<file path="src/rtl/i2c_slave.sv">
// I2C target answering a single 7-bit address.
// SCL/SDA are oversampled with clk; START/STOP are detected in any state.
// Write bytes are presented on rx_data with a one-clk rx_valid strobe and always ACKed.
// Read bytes are latched from tx_data in the clk tx_req is raised for.
// SDA is open-drain: sda_oe = 1 pulls the line low, 0 releases it.
// Ports:
//   clk      system clock (SCL high/low phases each >= 4 clk)
//   reset    asynchronous active-low reset
//   scl_in   bus SCL level, asynchronous
//   sda_in   bus SDA level, asynchronous
//   sda_oe   1 = pull SDA low
//   rx_data  last byte received in a write transfer
//   rx_valid one-clk pulse when rx_data is updated
//   tx_data  byte returned in a read transfer
//   tx_req   one-clk pulse, raised for the clk in which tx_data was latched
//   busy     1 from address match until STOP/START/NACK
module i2c_slave #(
  parameter logic [6:0] ADDRESS = 7'h50
) (
  input  logic       clk,
  input  logic       reset,
  input  logic       scl_in,
  input  logic       sda_in,
  output logic       sda_oe,
  output logic [7:0] rx_data,
  output logic       rx_valid,
  input  logic [7:0] tx_data,
  output logic       tx_req,
  output logic       busy
);

  localparam logic [2:0] StIdle     = 3'd0;
  localparam logic [2:0] StAddr     = 3'd1;
  localparam logic [2:0] StAckAddr  = 3'd2;
  localparam logic [2:0] StWrite    = 3'd3;
  localparam logic [2:0] StAckWrite = 3'd4;
  localparam logic [2:0] StRead     = 3'd5;
  localparam logic [2:0] StReadAck  = 3'd6;
  localparam logic [2:0] StWaitStop = 3'd7;

  // [0],[1] synchronizer, [2] history
  logic [2:0] scl_q, sda_q;
  logic [2:0] state_q, state_d;
  logic [7:0] shift_q, shift_d;
  logic [3:0] cnt_q, cnt_d;
  logic       oe_q, oe_d;
  logic [7:0] rx_data_q, rx_data_d;
  logic       rx_valid_q, rx_valid_d;
  logic       tx_req_q, tx_req_d;
  logic       busy_q, busy_d;
  logic       rw_q, rw_d;

  logic scl_s, sda_s, scl_rise, scl_fall, start_det, stop_det;

  assign scl_s     = scl_q[1];
  assign sda_s     = sda_q[1];
  assign scl_rise  = scl_s & ~scl_q[2];
  assign scl_fall  = ~scl_s & scl_q[2];
  assign start_det = scl_s & scl_q[2] & sda_q[2] & ~sda_s;
  assign stop_det  = scl_s & scl_q[2] & ~sda_q[2] & sda_s;

  always_comb begin
    state_d    = state_q;
    shift_d    = shift_q;
    cnt_d      = cnt_q;
    oe_d       = oe_q;
    rx_data_d  = rx_data_q;
    rx_valid_d = 1'b0;
    tx_req_d   = 1'b0;
    busy_d     = busy_q;
    rw_d       = rw_q;
    if (start_det) begin
      state_d = StAddr;
      cnt_d   = 4'd0;
      oe_d    = 1'b0;
      busy_d  = 1'b0;
    end else if (stop_det) begin
      state_d = StIdle;
      oe_d    = 1'b0;
      busy_d  = 1'b0;
    end else begin
      case (state_q)
        StIdle: ;
        StAddr: begin
          if (scl_rise && cnt_q < 4'd8) begin
            shift_d = {shift_q[6:0], sda_s};
            cnt_d   = cnt_q + 4'd1;
          end else if (scl_fall && cnt_q == 4'd8) begin
            if (shift_q[7:1] == ADDRESS) begin
              oe_d    = 1'b1;
              busy_d  = 1'b1;
              rw_d    = shift_q[0];
              state_d = StAckAddr;
            end else begin
              state_d = StWaitStop;
            end
          end
        end
        StAckAddr: begin
          if (scl_fall) begin
            cnt_d = 4'd0;
            if (!rw_q) begin
              oe_d    = 1'b0;
              state_d = StWrite;
            end else begin
              tx_req_d = 1'b1;
              shift_d  = tx_data;
              oe_d     = ~tx_data[7];
              state_d  = StRead;
            end
          end
        end
        StWrite: begin
          // cnt 8 = byte complete but not yet delivered, 9 = delivered, awaiting ACK slot
          if (cnt_q == 4'd8) begin
            rx_data_d  = shift_q;
            rx_valid_d = 1'b1;
            cnt_d      = 4'd9;
          end else if (scl_rise && cnt_q < 4'd8) begin
            shift_d = {shift_q[6:0], sda_s};
            cnt_d   = cnt_q + 4'd1;
          end else if (scl_fall && cnt_q == 4'd9) begin
            oe_d    = 1'b1;
            state_d = StAckWrite;
          end
        end
        StAckWrite: begin
          if (scl_fall) begin
            oe_d    = 1'b0;
            cnt_d   = 4'd0;
            state_d = StWrite;
          end
        end
        StRead: begin
          if (scl_rise && cnt_q < 4'd8) begin
            cnt_d = cnt_q + 4'd1;
          end else if (scl_fall && cnt_q != 4'd0) begin
            if (cnt_q == 4'd8) begin
              oe_d    = 1'b0;
              state_d = StReadAck;
            end else begin
              shift_d = {shift_q[6:0], 1'b0};
              oe_d    = ~shift_q[6];
            end
          end
        end
        StReadAck: begin
          if (scl_rise && cnt_q == 4'd8) begin
            if (sda_s) begin
              state_d = StWaitStop;
              busy_d  = 1'b0;
              oe_d    = 1'b0;
            end else begin
              cnt_d = 4'd9;
            end
          end else if (scl_fall && cnt_q == 4'd9) begin
            tx_req_d = 1'b1;
            shift_d  = tx_data;
            oe_d     = ~tx_data[7];
            cnt_d    = 4'd0;
            state_d  = StRead;
          end
        end
        StWaitStop: oe_d = 1'b0;
        default: state_d = StIdle;
      endcase
    end
  end

  always_ff @(posedge clk or negedge reset) begin
    if (!reset) begin
      scl_q      <= 3'b111;
      sda_q      <= 3'b111;
      state_q    <= StIdle;
      shift_q    <= 8'h00;
      cnt_q      <= 4'd0;
      oe_q       <= 1'b0;
      rx_data_q  <= 8'h00;
      rx_valid_q <= 1'b0;
      tx_req_q   <= 1'b0;
      busy_q     <= 1'b0;
      rw_q       <= 1'b0;
    end else begin
      scl_q      <= {scl_q[1:0], scl_in};
      sda_q      <= {sda_q[1:0], sda_in};
      state_q    <= state_d;
      shift_q    <= shift_d;
      cnt_q      <= cnt_d;
      oe_q       <= oe_d;
      rx_data_q  <= rx_data_d;
      rx_valid_q <= rx_valid_d;
      tx_req_q   <= tx_req_d;
      busy_q     <= busy_d;
      rw_q       <= rw_d;
    end
  end

  assign sda_oe   = oe_q;
  assign rx_data  = rx_data_q;
  assign rx_valid = rx_valid_q;
  assign tx_req   = tx_req_q;
  assign busy     = busy_q;

endmodule

</file>
<file path="config.mk">
export PLATFORM = sky130hd
export DESIGN_NAME = i2c_slave
export DESIGN_NICKNAME = d
export VERILOG_FILES = /design/src/rtl/i2c_slave.sv
export SDC_FILE = /design/constraint.sdc
export NUM_CORES = 1
export LEC_CHECK = 0
export ABC_AREA = 0
export CORE_ASPECT_RATIO = 1.5
export CORE_MARGIN = 2
export CORE_UTILIZATION = 55
export DETAILED_ROUTE_END_ITERATION = 16
export GPL_TIMING_DRIVEN = 1
export PLACE_DENSITY_LB_ADDON = 0.2
export SETUP_SLACK_MARGIN = 0.4
export SLEW_MARGIN = 5
export SYNTH_ARGS = -nofsm -noshare
export SYNTH_HDL_FRONTEND = slang
export SYNTH_SLANG_ARGS = --single-unit
</file>
<file path="constraint.sdc">
create_clock -name clk -period 3.1 [get_ports clk]
set_clock_uncertainty 0.1 [all_clocks]
set_input_delay 0.465 -clock clk [delete_from_list [all_inputs] [get_ports clk]]
set_output_delay 0.465 -clock clk [all_outputs]
set_load 0.02 [all_outputs]
</file>
==> impl_metrics.py, run 1 <==
metrics = {
    "status": {
        "status": "completed",
    },
    "yosys": {
        "synth_top_area_cell": "dfrtp_1",
        "seq_area_frac_synth": 0.428,
        "netlist_area_mm2": 0.00201,
        "synth_top_area_share": 0.349,
        "ys_top_cells_by_area": "dfrtp_1, mux2_2, dfstp_2",
        "async_flop_share": 1.00,
        "synth-seq-cells": 34,
        "post-synth-top-count-cell": "dfrtp_1",
        "synthDistinctLibCells": 49,
        "synth-edff-count": 0,
        "syn-num-nets": 219,
        "netlist_instances": 204,
        "syn_avg_cell_area_um2": 9.83,
        "synthTopCellsByCount": "dfrtp_1, mux2_2, nor2_1, a21oi_1, nand2_1",
        "yosysWarnings": 0,
        "synthFlopType": "dfrtp_1",
    },
    "timing": {
        "drv_slew": 0,
        "layout_min_cycle_time_ps": 2560,
        "setup_viol": 0,
        "rsz0062_at_grt": "false",
        "tightest_slew_ps": 586,
        "layout_worst_path_cycle_share": 0.827,
        "worst_slack_ps": 537,
        "max_freq_ghz": 0.390,
        "hold_violations": 0,
        "whs_ps": 256,
        "relSlewSlack": 0.608,
        "setup_tns_ps": 0,
    },
    "finish": {
        "fin_util": 0.687,
        "areaGrowthSynthToFinish_pct": 18.2,
        "nets": 243,
        "final_layout_size_suffix_gt1_frac": 0.210,
        "n_antenna_cell": 0,
    },
    "setup_path": {
        "crit_fanout": 10,
        "r2r_end": "state_q[0]$_DFFE_PN0P_",
        "cp.required_ps": 3180,
        "crit_path_end": "state_q[0]$_DFFE_PN0P_",
        "cp-end-kind": "flop",
        "worstSetupStartpoint": "scl_q[2]$_DFF_PN1_",
        "arrival_ps": 2640,
        "worstSetupPathType": "reg -> reg",
        "rr_worst_depth": 7,
        "startpoint_type": "flop",
        "crit-reg2reg-launch": "scl_q[2]$_DFF_PN1_",
        "reg2reg_slack_ps": 540,
    },
    "route": {
        "avgRoutedWirePerCell_um": 17.5,
        "drt_wl_total_um": 4730,
        "antenna_left": 0,
        "vias_per_cell": 6.28,
        "dr.pass1.iters": 4,
        "drcViolationCount": 0,
        "vias": 1701,
        "drt_iter0_markers": 53,
    },
    "power_and_ir_drop": {
        "leakagePower_nw": 1.00,
        "power_mw": 1.91,
        "power_frac_seq": 0.369,
        "comb_power_share": 0.457,
        "p_int_mw": 1.15,
        "p_sw_frac": 0.399,
        "power.density_mw_per_mm2": 806,
        "net-switching-power_uw": 762,
        "ir_drop_uv": 527,
        "clockPowerShare": 0.174,
    },
    "global_route": {
        "grt_pass1_vias": 1672,
        "grt_pass1_wl_um": 8160,
        "antenna_found_initial": 0,
        "grt_max_degree": 35,
        "grt.overflow.total": 0,
        "track_usage": 0.268,
    },
    "place": {
        "gp_congestion": 0.962,
        "io_buffers": 23,
        "pre_cts_slack_ps": 491,
        "hpwl_um": 3460,
    },
    "clock_network": {
        "clk_path_buf_depth": 2,
        "clk_latency_ps": 290,
        "h-tree-depth": 2,
        "hold_buffers": 0,
        "cts-root-buf": "clkbuf_8",
        "cts_buffers": 5,
        "clk_pin_slew_ps": 70,
        "cts_sinks": 34,
        "cts_tree": "built",
    },
    "floorplanning": {
        "design.die.area_mm2": 0.00416,
        "row_count": 26,
        "core_area_mm2": 0.00345,
        "die_w_um": 53.3,
        "initial_utilization": 0.582,
        "dieHeight_um": 78.0,
        "io_pins": 24,
    },
    "worst_hold_path": {
        "hold_path.class": "reg -> reg",
    },
    "run": {
        "maxCapViolCount": 0,
    },
}
==> kinds of logic after synthesis <==
kind of cell	share of synthesized area
AO/OA/AOI/OAI	0.167
XOR/XNOR	0.0131
adder cells (fa/ha/maj)	0.0187
buffers and inverters	0.0443
flip-flops	0.428
multiplexers	0.140
AND/OR/NAND/NOR	0.188
==> flip-flops by register name (all words and copies together), names as in the netlist <==
| signal | flops |
|---|---|
| busy | 1 |
| cnt_q | 4 |
| rw_q | 1 |
| rx_data | 8 |
| rx_valid | 1 |
| scl_q | 3 |
| sda_oe | 1 |
| sda_q | 3 |
| shift_q | 8 |
| state_q | 3 |
| tx_req | 1 |
==> how the worst min path moves through the flow <==
| stage | startpoint | end | slack [ps] | cells after the start |
|---|---|---|---|---|
| 2_1_floorplan | reset | busy$_DFFE_PN0P_ | 70 | 0 |
| 3_3_place_gp | scl_q[0]$_DFF_PN1_ | scl_q[1]$_DFF_PN1_ | 250 | 0 |
| 3_5_place_dp | scl_q[0]$_DFF_PN1_ | scl_q[1]$_DFF_PN1_ | 250 | 0 |
| 4_1_cts | scl_q[0]$_DFF_PN1_ | scl_q[1]$_DFF_PN1_ | 260 | 0 |
| 5_1_grt | scl_q[0]$_DFF_PN1_ | scl_q[1]$_DFF_PN1_ | 260 | 0 |
| 6_report | scl_q[0]$_DFF_PN1_ | scl_q[1]$_DFF_PN1_ | 260 | 0 |
==> cells in the final DEF (no fill, tap or decap), drive strengths merged, types with 2 or more instances in the layout <==
cell           Yosys  layout
a21boi             3       3
nor3b              2       2
a22oi              2       2
dfrtp             28      28
buf                8       7
a21oi             15      15
nor2b              3       3
xnor2              2       2
clkdlybuf4s50      0      23
nand3b             3       3
a211oi             2       2
clkbuf             5       7
nor3               6       6
a32oi              2       2
nand2             12      12
ha                 3       3
nand2b             3       3
o21ai             11      11
a41o               2       2
mux2              25      25
o22ai              3       3
or4                2       2
nand4              3       3
or3                2       2
dfstp              6       6
nand3              7       7
nor2              18      18
inv                6       6
a31oi              3       3
==> what timing repair did <==
action                     in CTS  in global routing
setup endpoints to repair       0                  9
gates resized for setup         0                  1
setup buffers                   0                  1
==> power groups by stage <==
stage | clock network [mW] | registers (mW) | logic, mW
finish | 0.333 | 0.705 | 0.872
CTS | 0.343 | 0.704 | 0.849
global route | 0.375 | 0.730 | 0.958
floorplan | 0 | 0.631 | 0.707
detailed placement | 0 | 0.710 | 0.843
global placement | 0 | 0.710 | 0.824
==> per-layer routing <==
metal / global-route usage / part of all wire / wire [µm] / vias up
met2: 0.431 / 0.53 / 2500 / 70
met1: 0.334 / 0.40 / 1880 / 825
met4: 0.128 / 0.025 / 119 / 0
met5: 0 / 0 / 0 / -
li1: - / - / - / 797
met3: 0.0538 / 0.049 / 232 / 9
==> final cells by class <==
cell class,count,area (µm²)
clock buffer,7,86.3
clock inverter,1,5.00
fill,279,1080
inverter,6,22.5
multi-input combinational,151,1060
sequential,34,858
tap,42,52.6
timing repair buffer,30,283
==> critical path: stages (launching register included) <==
cell and delay, ps:
dfstp_2 620, nor2b_1 150, buf_4 170, a41oi_1 270, a22oi_1 270, nand3_1 230, a21oi_2 290, mux2_2 360
==> metrics by stage <==
stage / cell area, µm² / cells
6_report: 2370 / 271
5_1_grt: 2370 / 271
4_1_cts: 2360 / 270
3_5_place_dp: 2270 / 262
3_3_place_gp: 2270 / 262
2_1_floorplan: 2010 / 204
(Power assumes the default switching activity.)
==> inputs of run 2 (changes only) <==
- CORE_UTILIZATION: 55 -> 50
- clock period: 3.1 -> 2.25 ns (I/O delays scaled with it)
==> run 2 against run 1 <==
Against the previous run: largest cell class unchanged; first-iteration DRC count rose by 87%; design area rose by 21%; register-to-register slack got worse by 670 ps; fmax rose by 7.7%; the flow now finishes with violations (setup timing); sequential power rose by 34%.
==> impl_metrics.py, run 2 (synthesized netlist as in run 1, its figures left out) <==
metrics = {
    "setup_path": {
        "cp.required_ps": 2370,
        "r2r_end": "sda_oe$_DFFE_PN0P_",
        "worstSetupStartpoint": "cnt_q[0]$_DFFE_PN0P_",
        "startpoint_type": "flop",
        "crit-reg2reg-launch": "cnt_q[0]$_DFFE_PN0P_",
        "crit_fanout": 3,
        "cp-end-kind": "flop",
        "arrival_ps": 2500,
        "rr_worst_depth": 7,
        "reg2reg_slack_ps": -130,
        "worstSetupPathType": "reg -> reg",
    },
    "finish": {
        "n_antenna_cell": 0,
        "final_layout_size_suffix_gt1_frac": 0.430,
        "fin_util": 0.738,
        "nFillCells": 246,
        "stdcell_count": 315,
        "regArea_um2": 858,
        "multi_input_area_mm2": 0.00123,
        "areaGrowthSynthToFinish_pct": 43.1,
        "most-common-layout-cells": "buf_4, dfrtp_1, clkdlybuf4s50_1",
        "postLayoutCellArea_mm2": 0.00287,
        "final_common_cell": "buf_4",
        "nets": 284,
    },
    "power_and_ir_drop": {
        "leakagePower_nw": 1.28,
        "p_int_mw": 1.94,
        "net-switching-power_mw": 1.31,
        "power.density_mw_per_mm2": 1130,
        "clockPowerShare": 0.154,
        "p_sw_frac": 0.404,
        "power_frac_seq": 0.291,
        "comb_power_share": 0.555,
        "ir_drop_uv": 820,
    },
    "global_route": {
        "antenna_found_initial": 0,
        "grt_pass1_vias": 1986,
        "grt.overflow.total": 0,
        "grt_pass1_wl_um": 9600,
        "track_usage": 0.275,
        "grt_max_degree": 35,
    },
    "status": {
        "violations": "setup timing",
        "status": "finished with violations",
    },
    "place": {
        "io_buffers": 23,
        "post_dp_cell_area_mm2": 0.00247,
        "dpl.cell_count": 289,
        "gp_congestion": 0.914,
        "hpwl_um": 4100,
    },
    "timing": {
        "drv_slew": 0,
        "max_freq_ghz": 0.420,
        "setup_viol": 11,
        "relSlewSlack": 0.637,
        "rsz0062_at_grt": "true",
        "worst_slack_ps": -130,
        "hold_violations": 0,
        "whs_ps": 258,
        "layout_min_cycle_time_ps": 2380,
        "tightest_slew_ps": 544,
        "setup_tns_ps": -500,
        "layout_worst_path_cycle_share": 1.06,
    },
    "floorplanning": {
        "row_count": 28,
        "io_pins": 24,
        "design.die.area_mm2": 0.00454,
        "initial_utilization": 0.516,
        "die_w_um": 55.7,
        "core_area_mm2": 0.00389,
        "dieHeight_um": 81.6,
    },
    "clock_network": {
        "cts_sinks": 34,
        "clk_path_buf_depth": 2,
        "clk_latency_ps": 290,
        "cts-root-buf": "clkbuf_8",
        "hold_buffers": 0,
        "cts_buffers": 5,
        "clk_pin_slew_ps": 80,
        "h-tree-depth": 2,
        "cts_tree": "built",
    },
    "worst_hold_path": {
        "hold_path.class": "reg -> reg",
        "min_from": "scl_q[0]$_DFF_PN1_",
        "hold_end": "scl_q[1]$_DFF_PN1_",
        "worstHoldPathCells": 0,
    },
    "route": {
        "vias_per_cell": 6.28,
        "antenna_left": 0,
        "drt_wl_total_um": 6020,
        "dr.pass1.iters": 4,
        "vias": 1979,
        "drt_iter0_markers": 99,
        "drcViolationCount": 0,
        "avgRoutedWirePerCell_um": 19.1,
    },
    "run": {
        "maxCapViolCount": 0,
    },
}
run 2: per-layer routing:
layer  share of wire  routed length (µm)  up-vias  track usage
met3           0.049                 296       31       0.0551
li1                -                   -      879            -
met2            0.54                3240       81        0.498
met4           0.049                 294        0        0.173
met1            0.36                2180      988        0.292
met5               0                   0        -            0
run 2: how the worst max path moves through the flow:
stage | endpoint | slack [ps] | depth (start not counted)
after global routing | sda_oe$_DFFE_PN0P_ | -200 | 7
final | sda_oe$_DFFE_PN0P_ | -130 | 7
after detailed placement | sda_oe$_DFFE_PN0P_ | -110 | 7
after floorplan | state_q[0]$_DFFE_PN0P_ | 60 | 8
after CTS | sda_oe$_DFFE_PN0P_ | -90 | 7
after global placement | sda_oe$_DFFE_PN0P_ | -90 | 7
run 2: worst max-delay path: stages, from the launching register on:
cell and delay (ps):
dfrtp_1 390, inv_2 90, ha_4 140, nand4b_1 190, or4b_4 550, a31o_1 270
or4_1 480, o21ai_1 90
run 2: through the flow:
step	power [mW]	setup WS, ps
floorplan	1.88	64.0
global placement	2.31	-85.6
detailed placement	2.36	-110
CTS	3.16	-89.1
global route	3.44	-199
finish	3.25	-130
run 2: layout make-up:
type	instances	area share
multi-input cells	151	0.428
flip-flops and latches	34	0.299
repair buffers	71	0.211
clock buffers	6	0.0288
well taps	45	0.0196
inverters	6	0.00785
clock inverters	2	0.00567
run 2: repair_timing:
| action | in CTS | in global routing |
|---|---|---|
| endpoints found under the setup margin | 26 | 26 |
| buffers inserted | 11 | 6 |
| gates resized for setup | 39 | 6 |
| pin swaps | 12 | 8 |
| gates cloned | 1 | 0 |
| endpoints found under the hold margin | 0 | 0 |
run 2: power groups by stage:
stage / combinational, mW / sequential [mW] / clock, mW
2_1_floorplan: 1.01 / 0.873 / 0
3_3_place_gp: 1.38 / 0.930 / 0
3_5_place_dp: 1.42 / 0.941 / 0
4_1_cts: 1.71 / 0.936 / 0.506
5_1_grt: 1.95 / 0.961 / 0.533
6_report: 1.80 / 0.947 / 0.500
